### src/rtl/fifo_wr_arb_pkg.sv
// Shared types and width helpers for the FIFO write-port arbiter.
package fifo_wr_arb_pkg;

  typedef enum logic {
    StIdle = 1'b0,
    StOwn  = 1'b1
  } arb_state_e;

  localparam int unsigned NReqDef  = 4;
  localparam int unsigned BurstDef = 4;

  // Index width that never collapses to zero for a single entry.
  function automatic int unsigned idx_width(input int unsigned n);
    return (n > 1) ? $clog2(n) : 1;
  endfunction

  localparam int unsigned OwnerWDef = idx_width(NReqDef);
  localparam int unsigned CntWDef   = $clog2(BurstDef + 1);

endpackage

### src/rtl/rr_pick.sv
// Combinational round-robin picker: first set request at or after start, wrapping.
module rr_pick #(
  parameter int unsigned N    = 4,
  parameter int unsigned IdxW = 2
) (
  input  logic [N-1:0]    req_i,
  input  logic [IdxW-1:0] start_i,
  output logic [N-1:0]    onehot_o,
  output logic [IdxW-1:0] idx_o,
  output logic            any_o
);

  logic found;

  always_comb begin
    onehot_o = '0;
    idx_o    = '0;
    found    = 1'b0;
    for (int unsigned k = 0; k < N; k++) begin
      int unsigned j;
      j = (int'(start_i) + k) % N;
      if (!found && req_i[j]) begin
        found       = 1'b1;
        onehot_o[j] = 1'b1;
        idx_o       = IdxW'(j);
      end
    end
  end

  assign any_o = |req_i;

endmodule

### src/rtl/fifo_wr_arbiter.sv
// Round-robin, burst-locking arbiter feeding a one-entry registered FIFO write stage.
module fifo_wr_arbiter
  import fifo_wr_arb_pkg::*;
#(
  parameter int unsigned NREQ  = NReqDef,
  parameter int unsigned DATAW = 8,
  parameter int unsigned BURST = BurstDef
) (
  input  logic                         clk_in,
  input  logic                         rst,
  input  logic [NREQ-1:0]              req,
  input  logic [NREQ*DATAW-1:0]        req_data,
  output logic [NREQ-1:0]              grant,
  input  logic                         full,
  input  logic                         flush,
  output logic                         insert,
  output logic [DATAW-1:0]             wdata,
  output logic [idx_width(NREQ)-1:0]   owner_id
);

  localparam int unsigned IdxW = idx_width(NREQ);
  localparam int unsigned CntW = $clog2(BURST + 1);
  localparam logic [IdxW-1:0] LastIdx = IdxW'(NREQ - 1);

  arb_state_e        state_q, state_d;
  logic [CntW-1:0]   cnt_q, cnt_d;
  logic [IdxW-1:0]   last_q, last_d;
  logic [IdxW-1:0]   owner_q, owner_d;
  logic              insert_q, insert_d;
  logic [DATAW-1:0]  wdata_q, wdata_d;

  logic [DATAW-1:0]  words [NREQ];
  logic [IdxW-1:0]   start;
  logic [NREQ-1:0]   pick_oh;
  logic [IdxW-1:0]   pick_idx;
  logic              pick_any;
  logic              can_load;
  logic              keep;

  always_comb begin
    for (int unsigned i = 0; i < NREQ; i++) begin
      words[i] = req_data[i*DATAW +: DATAW];
    end
  end

  // In OWN, last_q always equals the owner, so one picker serves both states.
  assign start = (last_q == LastIdx) ? '0 : last_q + IdxW'(1);

  rr_pick #(
    .N    (NREQ),
    .IdxW (IdxW)
  ) u_pick (
    .req_i    (req),
    .start_i  (start),
    .onehot_o (pick_oh),
    .idx_o    (pick_idx),
    .any_o    (pick_any)
  );

  assign can_load = (!insert_q || !full) && !flush && rst;
  assign keep     = (state_q == StOwn) && req[owner_q] && (cnt_q < CntW'(BURST));

  always_comb begin
    state_d  = state_q;
    cnt_d    = cnt_q;
    last_d   = last_q;
    owner_d  = owner_q;
    insert_d = insert_q;
    wdata_d  = wdata_q;
    grant    = '0;

    if (flush) begin
      // Stage word is dropped; arbitration restarts at requester 0.
      insert_d = 1'b0;
      state_d  = StIdle;
      cnt_d    = '0;
      last_d   = LastIdx;
      owner_d  = '0;
    end else begin
      if (insert_q && !full) begin
        insert_d = 1'b0;
      end
      if (can_load) begin
        if (keep) begin
          grant[owner_q] = 1'b1;
          cnt_d          = cnt_q + CntW'(1);
          insert_d       = 1'b1;
          wdata_d        = words[owner_q];
        end else if (pick_any) begin
          grant    = pick_oh;
          cnt_d    = CntW'(1);
          state_d  = StOwn;
          owner_d  = pick_idx;
          last_d   = pick_idx;
          insert_d = 1'b1;
          wdata_d  = words[pick_idx];
        end else begin
          state_d = StIdle;
          cnt_d   = '0;
        end
      end
    end
  end

  always_ff @(posedge clk_in or negedge rst) begin
    if (!rst) begin
      state_q  <= StIdle;
      cnt_q    <= '0;
      last_q   <= LastIdx;
      owner_q  <= '0;
      insert_q <= 1'b0;
      wdata_q  <= '0;
    end else begin
      state_q  <= state_d;
      cnt_q    <= cnt_d;
      last_q   <= last_d;
      owner_q  <= owner_d;
      insert_q <= insert_d;
      wdata_q  <= wdata_d;
    end
  end

  assign insert   = insert_q;
  assign wdata    = wdata_q;
  assign owner_id = owner_q;

endmodule

### config.mk
export PLATFORM = sky130hd
export DESIGN_NAME = fifo_wr_arbiter
export DESIGN_NICKNAME = d
export VERILOG_FILES = /design/src/rtl/fifo_wr_arb_pkg.sv /design/src/rtl/rr_pick.sv /design/src/rtl/fifo_wr_arbiter.sv
export SDC_FILE = /design/constraint.sdc
export NUM_CORES = 1
export LEC_CHECK = 0
export ABC_AREA = 0
export CAP_MARGIN = 0
export CORE_UTILIZATION = 40
export DETAILED_ROUTE_END_ITERATION = 8
export MAX_ROUTING_LAYER = met4
export PLACE_DENSITY_LB_ADDON = 0.05
export RECOVER_POWER = 50
export SLEW_MARGIN = 0
export SYNTH_ARGS = -nofsm -noshare
export SYNTH_HDL_FRONTEND = slang
export SYNTH_SLANG_ARGS = --single-unit
### constraint.sdc
create_clock -name clk_in -period 4 [get_ports clk_in]
set_clock_uncertainty 0.1 [all_clocks]
set_input_delay 0.4 -clock clk_in [delete_from_list [all_inputs] [get_ports clk_in]]
set_output_delay 0.4 -clock clk_in [all_outputs]
set_load 0.01 [all_outputs]
==> flow_summary.json, run 1 <==
{
  "cp_top_family": "buffers and inverters",
  "initial_core_util": 0.428,
  "grtUsageMet1": 0.307,
  "vias_per_cell": 6.01,
  "critPathMaxFanout": 5,
  "ctsResizeCount": 0,
  "dp.final_hpwl_um": 3990,
  "violations": "DRC",
  "path_clk_slew_ns": 0.07,
  "yosysWarnings": 0,
  "cp_num_buf_inv": 3,
  "holdCritPathClass": "reg -> reg",
  "clockBufferDepth": 2,
  "ys_seq_area_frac": 0.223,
  "grt_start_max_net_pins": 25,
  "period_minus_slack_ns": 3.70,
  "clkLatencyLatePin_ns": 0.26,
  "cp_slowest_stage_delay_ns": 0.60,
  "synth-xor-area-share": 0,
  "layout.area.seq_um2": 428,
  "arrival_ns": 3.20,
  "peakVddDrop_v": 0.000140,
  "async_flop_share": 1.00,
  "grt_overflow": 0,
  "path_class": "reg -> out",
  "final.period_utilization": 0.925,
  "first_iter_violations": 178,
  "nFillCells": 409,
  "synth_edf_count": 0,
  "grtUsageMet3": 0.0338,
  "final_nets": 326,
  "layout_commonest_cell": "clkdlybuf4s50_1",
  "worst_slew_pin_slew_ns": 1.03,
  "ys_types": 44,
  "cp.required_ns": 3.50,
  "boundaryPins": 55,
  "grt_pass1_vias": 1938,
  "synthMuxAreaShare": 0.169,
  "endpoint_kind": "primary output",
  "vias": 1984,
  "final_hold_viol_count": 0,
  "postCtsSetupRepairBufs": 0,
  "power_leakage_nw": 1.01,
  "syn_inst": 227,
  "multi_input_area_mm2": 0.00137,
  "routedWlPerCell_um": 16.3,
  "avgSynthCellArea_um2": 8.44,
  "syn_area_mm2": 0.00192,
  "cp_slowest_cell": "mux4_2",
  "power_density_mw_per_mm2": 355,
  "rsz0062_at_grt": "false",
  "core_mm2": 0.00447,
  "fmax_mhz": 270,
  "synth_compound_area_frac": 0.304,
  "synth.top_cell.area_share": 0.196,
  "synth.area.top_cells": "dfrtp_1 20%, mux4_2 13%, a21oi_1 6.0%, o21ai_0 5.5%, a211o_1 4.6%",
  "maxSlewHeadroom": 0.313,
  "firstDrtPassIters": 6,
  "grt_busiest_layer": "met2",
  "n_antenna_cell": 0,
  "clock-sinks": 17,
  "maxCapViolations": 0,
  "run_status": "complete, but fails checks",
  "start_kind": "flip-flop",
  "crit_path_frequent_cell": "inv_1",
  "gp_congestion": 0.870,
  "die_h_um": 71.2,
  "num_rows": 24,
  "area_growth_pct": 33.6,
  "antenna_found_initial": 0,
  "grt_pass1_wl_um": 9110,
  "yosysTopAreaCell": "dfrtp_1",
  "die_width_um": 71.2,
  "mostFrequentLayoutCells": "47 x clkdlybuf4s50_1, 23 x a21oi_1, 21 x o21ai_0, 17 x nor2_1, 15 x dfrtp_1",
  "cts_tree": "yes",
  "drive_above_1_share": 0.133,
  "fin_setup_tns_ns": 0,
  "track_usage": 0.235,
  "postRouteAntennaNets": 0,
  "h-tree-depth": 1,
  "synth_top_family_by_area": "compound AO/OA/AOI/OAI gates",
  "setup_viol": 0,
  "drc_errors": 4,
  "synth-main-ff-cell": "dfrtp_1",
  "synth_nets": 274,
  "drv_slew": 0,
  "cts-root-buf": "clkbuf_8",
  "synth-simple-area-share": 0.196,
  "dieArea_mm2": 0.00507,
  "wl_um": 5370,
  "cts_buffers": 3,
  "port_buffers": 54,
  "whs_ns": 0.440,
  "crit_chain": "inv_1 > ha_1 > mux4_2 > inv_1 > o21ai_0 > a22oi_1 > nor2_1 > a221oi_1 > o22ai_1 > clkdlybuf4s50_1",
  "postCtsHoldBufs": 0,
  "grt_use_met2": 0.378,
  "ys_seq_elements": 17,
  "synthAdderAreaFrac": 0.0457
}
==> kinds of logic after synthesis <==
kind of cell,Yosys count
compound gates,87
simple gates,73
buf+inv,25
mux,18
flops,17
fa+ha+maj,7
==> registers in the layout, summed over array words and instances (netlist names) <==
signal    cells
state_q       1
last_q        2
wdata         8
cnt_q         3
insert        1
owner_id      2
==> synth_stat cells, types with 2 or more instances <==
library cell	number
a211o_1	10
a21boi_0	8
a21oi_1	23
a221oi_1	4
a22oi_1	3
a31oi_1	8
and3_1	8
buf_1	3
buf_2	3
buf_6	3
clkbuf_1	11
dfrtp_1	15
dfstp_2	2
ha_1	7
inv_1	5
mux2i_1	5
mux4_2	11
nand2_1	10
nand2b_1	5
nand3_1	12
nand4_1	3
nor2_1	17
nor2b_1	2
nor3_1	6
o21ai_0	21
o22ai_1	2
or3_1	3
==> worst reg2reg max path: stages (launching register included) <==
cell and delay, ns:
dfstp_2 0.58, inv_1 0.08, ha_1 0.40, mux4_2 0.48
nand2b_1 0.21, or3_1 0.62, and3_1 0.31, o21ai_0 0.20
a31oi_1 0.10
==> power by group <==
group / switching (mW) / leakage (nW) / internal [mW]
Sequential: 0.0229 / 0.205 / 0.210
Clock: 0.0654 / 0.0255 / 0.0695
Combinational: 0.281 / 0.779 / 0.261
==> per-stage QoR <==
| step | area (um^2) | util | cells | setup slack [ns] | power [mW] |
|---|---|---|---|---|---|
| floorplan | 1920 | - | 227 | 0.641 | 0.589 |
| global placement | 2520 | 0.563 | 326 | 0.547 | 0.782 |
| detailed placement | 2520 | 0.563 | 326 | 0.539 | 0.782 |
| CTS | 2560 | 0.573 | 330 | 0.294 | 0.917 |
| global route | 2560 | 0.572 | 330 | 0.0707 | 0.982 |
| finish | 2560 | 0.572 | 330 | 0.300 | 0.909 |
==> layer usage <==
layer | vias to the layer above | wire [um]
met5 | - | 0
met4 | 0 | 69
met3 | 4 | 273
met2 | 66 | 2530
met1 | 943 | 2500
li1 | 971 | -
==> final timing paths <==
path / start / end / slack, ns / cells after the start
worst min-delay path: cnt_q[1] / cnt_q[1] / 0.44 / 2
min in group asynchronous: rst / cnt_q[1] / 0.77 / 2
max in group asynchronous: rst / wdata[3] / 2.41 / 2
worst max register to register: last_q[1] / wdata[3] / 0.80 / 8
worst min register to register: cnt_q[1] / cnt_q[1] / 0.44 / 2
worst max-delay path: last_q[1] / grant[0] / 0.30 / 10
==> layout make-up <==
cell class / count / share of cell area
multi-input combinational: 185 / 0.534
clock inverter: 1 / 0.00195
sequential: 17 / 0.167
timing repair buffer: 67 / 0.248
inverter: 5 / 0.00733
tap: 52 / 0.0254
clock buffer: 3 / 0.0161
(Power assumes the default switching activity.)
==> inputs of run 2 (changes only) <==
--- a/config.mk
+++ b/config.mk
@@ -9,7 +9,6 @@
 export CAP_MARGIN = 0
 export CORE_UTILIZATION = 40
 export DETAILED_ROUTE_END_ITERATION = 8
-export MAX_ROUTING_LAYER = met4
 export PLACE_DENSITY_LB_ADDON = 0.05
 export RECOVER_POWER = 50
 export SLEW_MARGIN = 0
==> run 2 against run 1 <==
  * The run still ends with DRC left
  * Cell count is the same
  * First-iteration DRC count shrank 12%
  * Register-to-register slack is essentially flat
  * Largest cell class unchanged
==> flow_summary.json, run 2 (synthesized netlist as in run 1, its figures left out) <==
{
  "power_density_mw_per_mm2": 355,
  "r2r-start": "last_q[1]",
  "run_status": "complete, but fails checks",
  "period_minus_slack_ns": 3.70,
  "setup_viol": 0,
  "final_util": 0.572,
  "critPathMaxFanout": 5,
  "dieArea_mm2": 0.00507,
  "area_growth_pct": 33.6,
  "grt_start_max_net_pins": 25,
  "antenna_found_initial": 0,
  "drv_slew": 0,
  "num_rows": 24,
  "clock-sinks": 17,
  "holdCritPathClass": "reg -> reg",
  "violations": "DRC",
  "initial_core_util": 0.428,
  "endpoint_kind": "primary output",
  "cts_buffers": 3,
  "path_class": "reg -> out",
  "r2r_cells": 8,
  "drive_above_1_share": 0.133,
  "first_iter_violations": 157,
  "port_buffers": 54,
  "grt_pass1_vias": 1943,
  "final_area_mm2": 0.00256,
  "postRouteAntennaNets": 0,
  "worst_slew_pin_slew_ns": 1.07,
  "final_nets": 326,
  "final.period_utilization": 0.925,
  "firstDrtPassIters": 6,
  "rr_endpoint": "wdata[3]",
  "mostFrequentLayoutCells": "47 x clkdlybuf4s50_1, 23 x a21oi_1, 21 x o21ai_0, 17 x nor2_1, 15 x dfrtp_1",
  "path_clk_slew_ns": 0.07,
  "arrival_ns": 3.20,
  "layout_commonest_cell": "clkdlybuf4s50_1",
  "boundaryPins": 55,
  "maxSlewHeadroom": 0.289,
  "die_width_um": 71.2,
  "h-tree-depth": 1,
  "cts-root-buf": "clkbuf_8",
  "gp_congestion": 0.857,
  "routedWlPerCell_um": 16.2,
  "fmax_mhz": 270,
  "reg2reg_slack_ns": 0.79,
  "dp.final_hpwl_um": 3990,
  "postCtsSetupRepairBufs": 0,
  "vias_per_cell": 5.95,
  "drc_errors": 4,
  "rsz0062_at_grt": "false",
  "ctsResizeCount": 0,
  "whs_ns": 0.438,
  "cts_tree": "yes",
  "start_kind": "flip-flop",
  "die_h_um": 71.2,
  "wl_um": 5350,
  "grt_pass1_wl_um": 9070,
  "clkLatencyLatePin_ns": 0.26,
  "peakVddDrop_v": 0.000139,
  "n_antenna_cell": 0,
  "holdPathStages": 2,
  "holdPathEnd": "cnt_q[1]",
  "largest_reg_flops": 8,
  "vias": 1964,
  "grt_overflow": 0,
  "track_usage": 0.227,
  "core_mm2": 0.00447,
  "maxCapViolations": 0,
  "clockBufferDepth": 2,
  "place_area_mm2": 0.00252,
  "fin_setup_tns_ns": 0,
  "postCtsHoldBufs": 0,
  "final_hold_viol_count": 0,
  "hold_start": "cnt_q[1]",
  "cp.required_ns": 3.50,
  "power_leakage_nw": 1.01
}
-- run 2: worst max path at each step --
| stage | from | to | slack (ns) | cells past startpoint |
|---|---|---|---|---|
| after floorplan | last_q[0] | wdata[6] | 0.64 | 12 |
| after global placement | req[2] | grant[1] | 0.55 | 7 |
| after detailed placement | req[2] | grant[1] | 0.54 | 7 |
| after CTS | last_q[1] | grant[0] | 0.29 | 10 |
| after global routing | last_q[1] | grant[0] | 0.07 | 10 |
| final | last_q[1] | grant[0] | 0.30 | 10 |
-- run 2: cell type report --
| class | instances | area [um^2] |
|---|---|---|
| inverters | 5 | 18.8 |
| fillers | 409 | 1910 |
| clock buffers | 3 | 41.3 |
| flip-flops and latches | 17 | 428 |
| multi-input cells | 185 | 1370 |
| well taps | 52 | 65.1 |
| clock inverters | 1 | 5.00 |
| repair buffers | 67 | 634 |
-- run 2: power by group --
| part | switching [mW] | leakage [nW] | internal, mW |
|---|---|---|---|
| combinational | 0.281 | 0.779 | 0.261 |
| clock | 0.0649 | 0.0255 | 0.0694 |
| sequential | 0.0228 | 0.205 | 0.210 |
| total | 0.369 | 1.01 | 0.540 |
-- run 2: metrics by stage --
step | setup WS [ns] | std cells | power, mW
after floorplan | 0.641 | 227 | 0.589
after global placement | 0.547 | 326 | 0.782
after detailed placement | 0.539 | 326 | 0.782
after CTS | 0.294 | 330 | 0.917
after global routing | 0.0706 | 330 | 0.978
final | 0.299 | 330 | 0.909
-- run 2: per-layer routing --
| metal | vias to the layer above | part of all wire | wire length (um) | global-route usage |
|---|---|---|---|---|
| met5 | - | 0 | 0 | 0 |
| met3 | 8 | 0.055 | 292 | 0.0366 |
| met2 | 70 | 0.46 | 2470 | 0.380 |
| li1 | 972 | - | - | - |
| met4 | 0 | 0.017 | 91 | 0.0778 |
| met1 | 914 | 0.47 | 2490 | 0.300 |
-- run 2: critical path, stage by stage (launching register included) --
cell and delay (ns):
dfstp_2 0.58, inv_1 0.08, ha_1 0.40, mux4_2 0.60, inv_1 0.12, o21ai_0 0.10
a22oi_1 0.14, nor2_1 0.07, a221oi_1 0.23, o22ai_1 0.13, clkdlybuf4s50_1 0.49
==> inputs of run 3 (changes only) <==
--- a/config.mk
+++ b/config.mk
@@ -6,7 +6,6 @@
 export NUM_CORES = 1
 export LEC_CHECK = 0
 export ABC_AREA = 0
-export CAP_MARGIN = 0
 export CORE_UTILIZATION = 40
 export DETAILED_ROUTE_END_ITERATION = 8
 export PLACE_DENSITY_LB_ADDON = 0.05
==> results of run 3 <==
No change in the layout: final DEF, timing and power equal those of run 2.
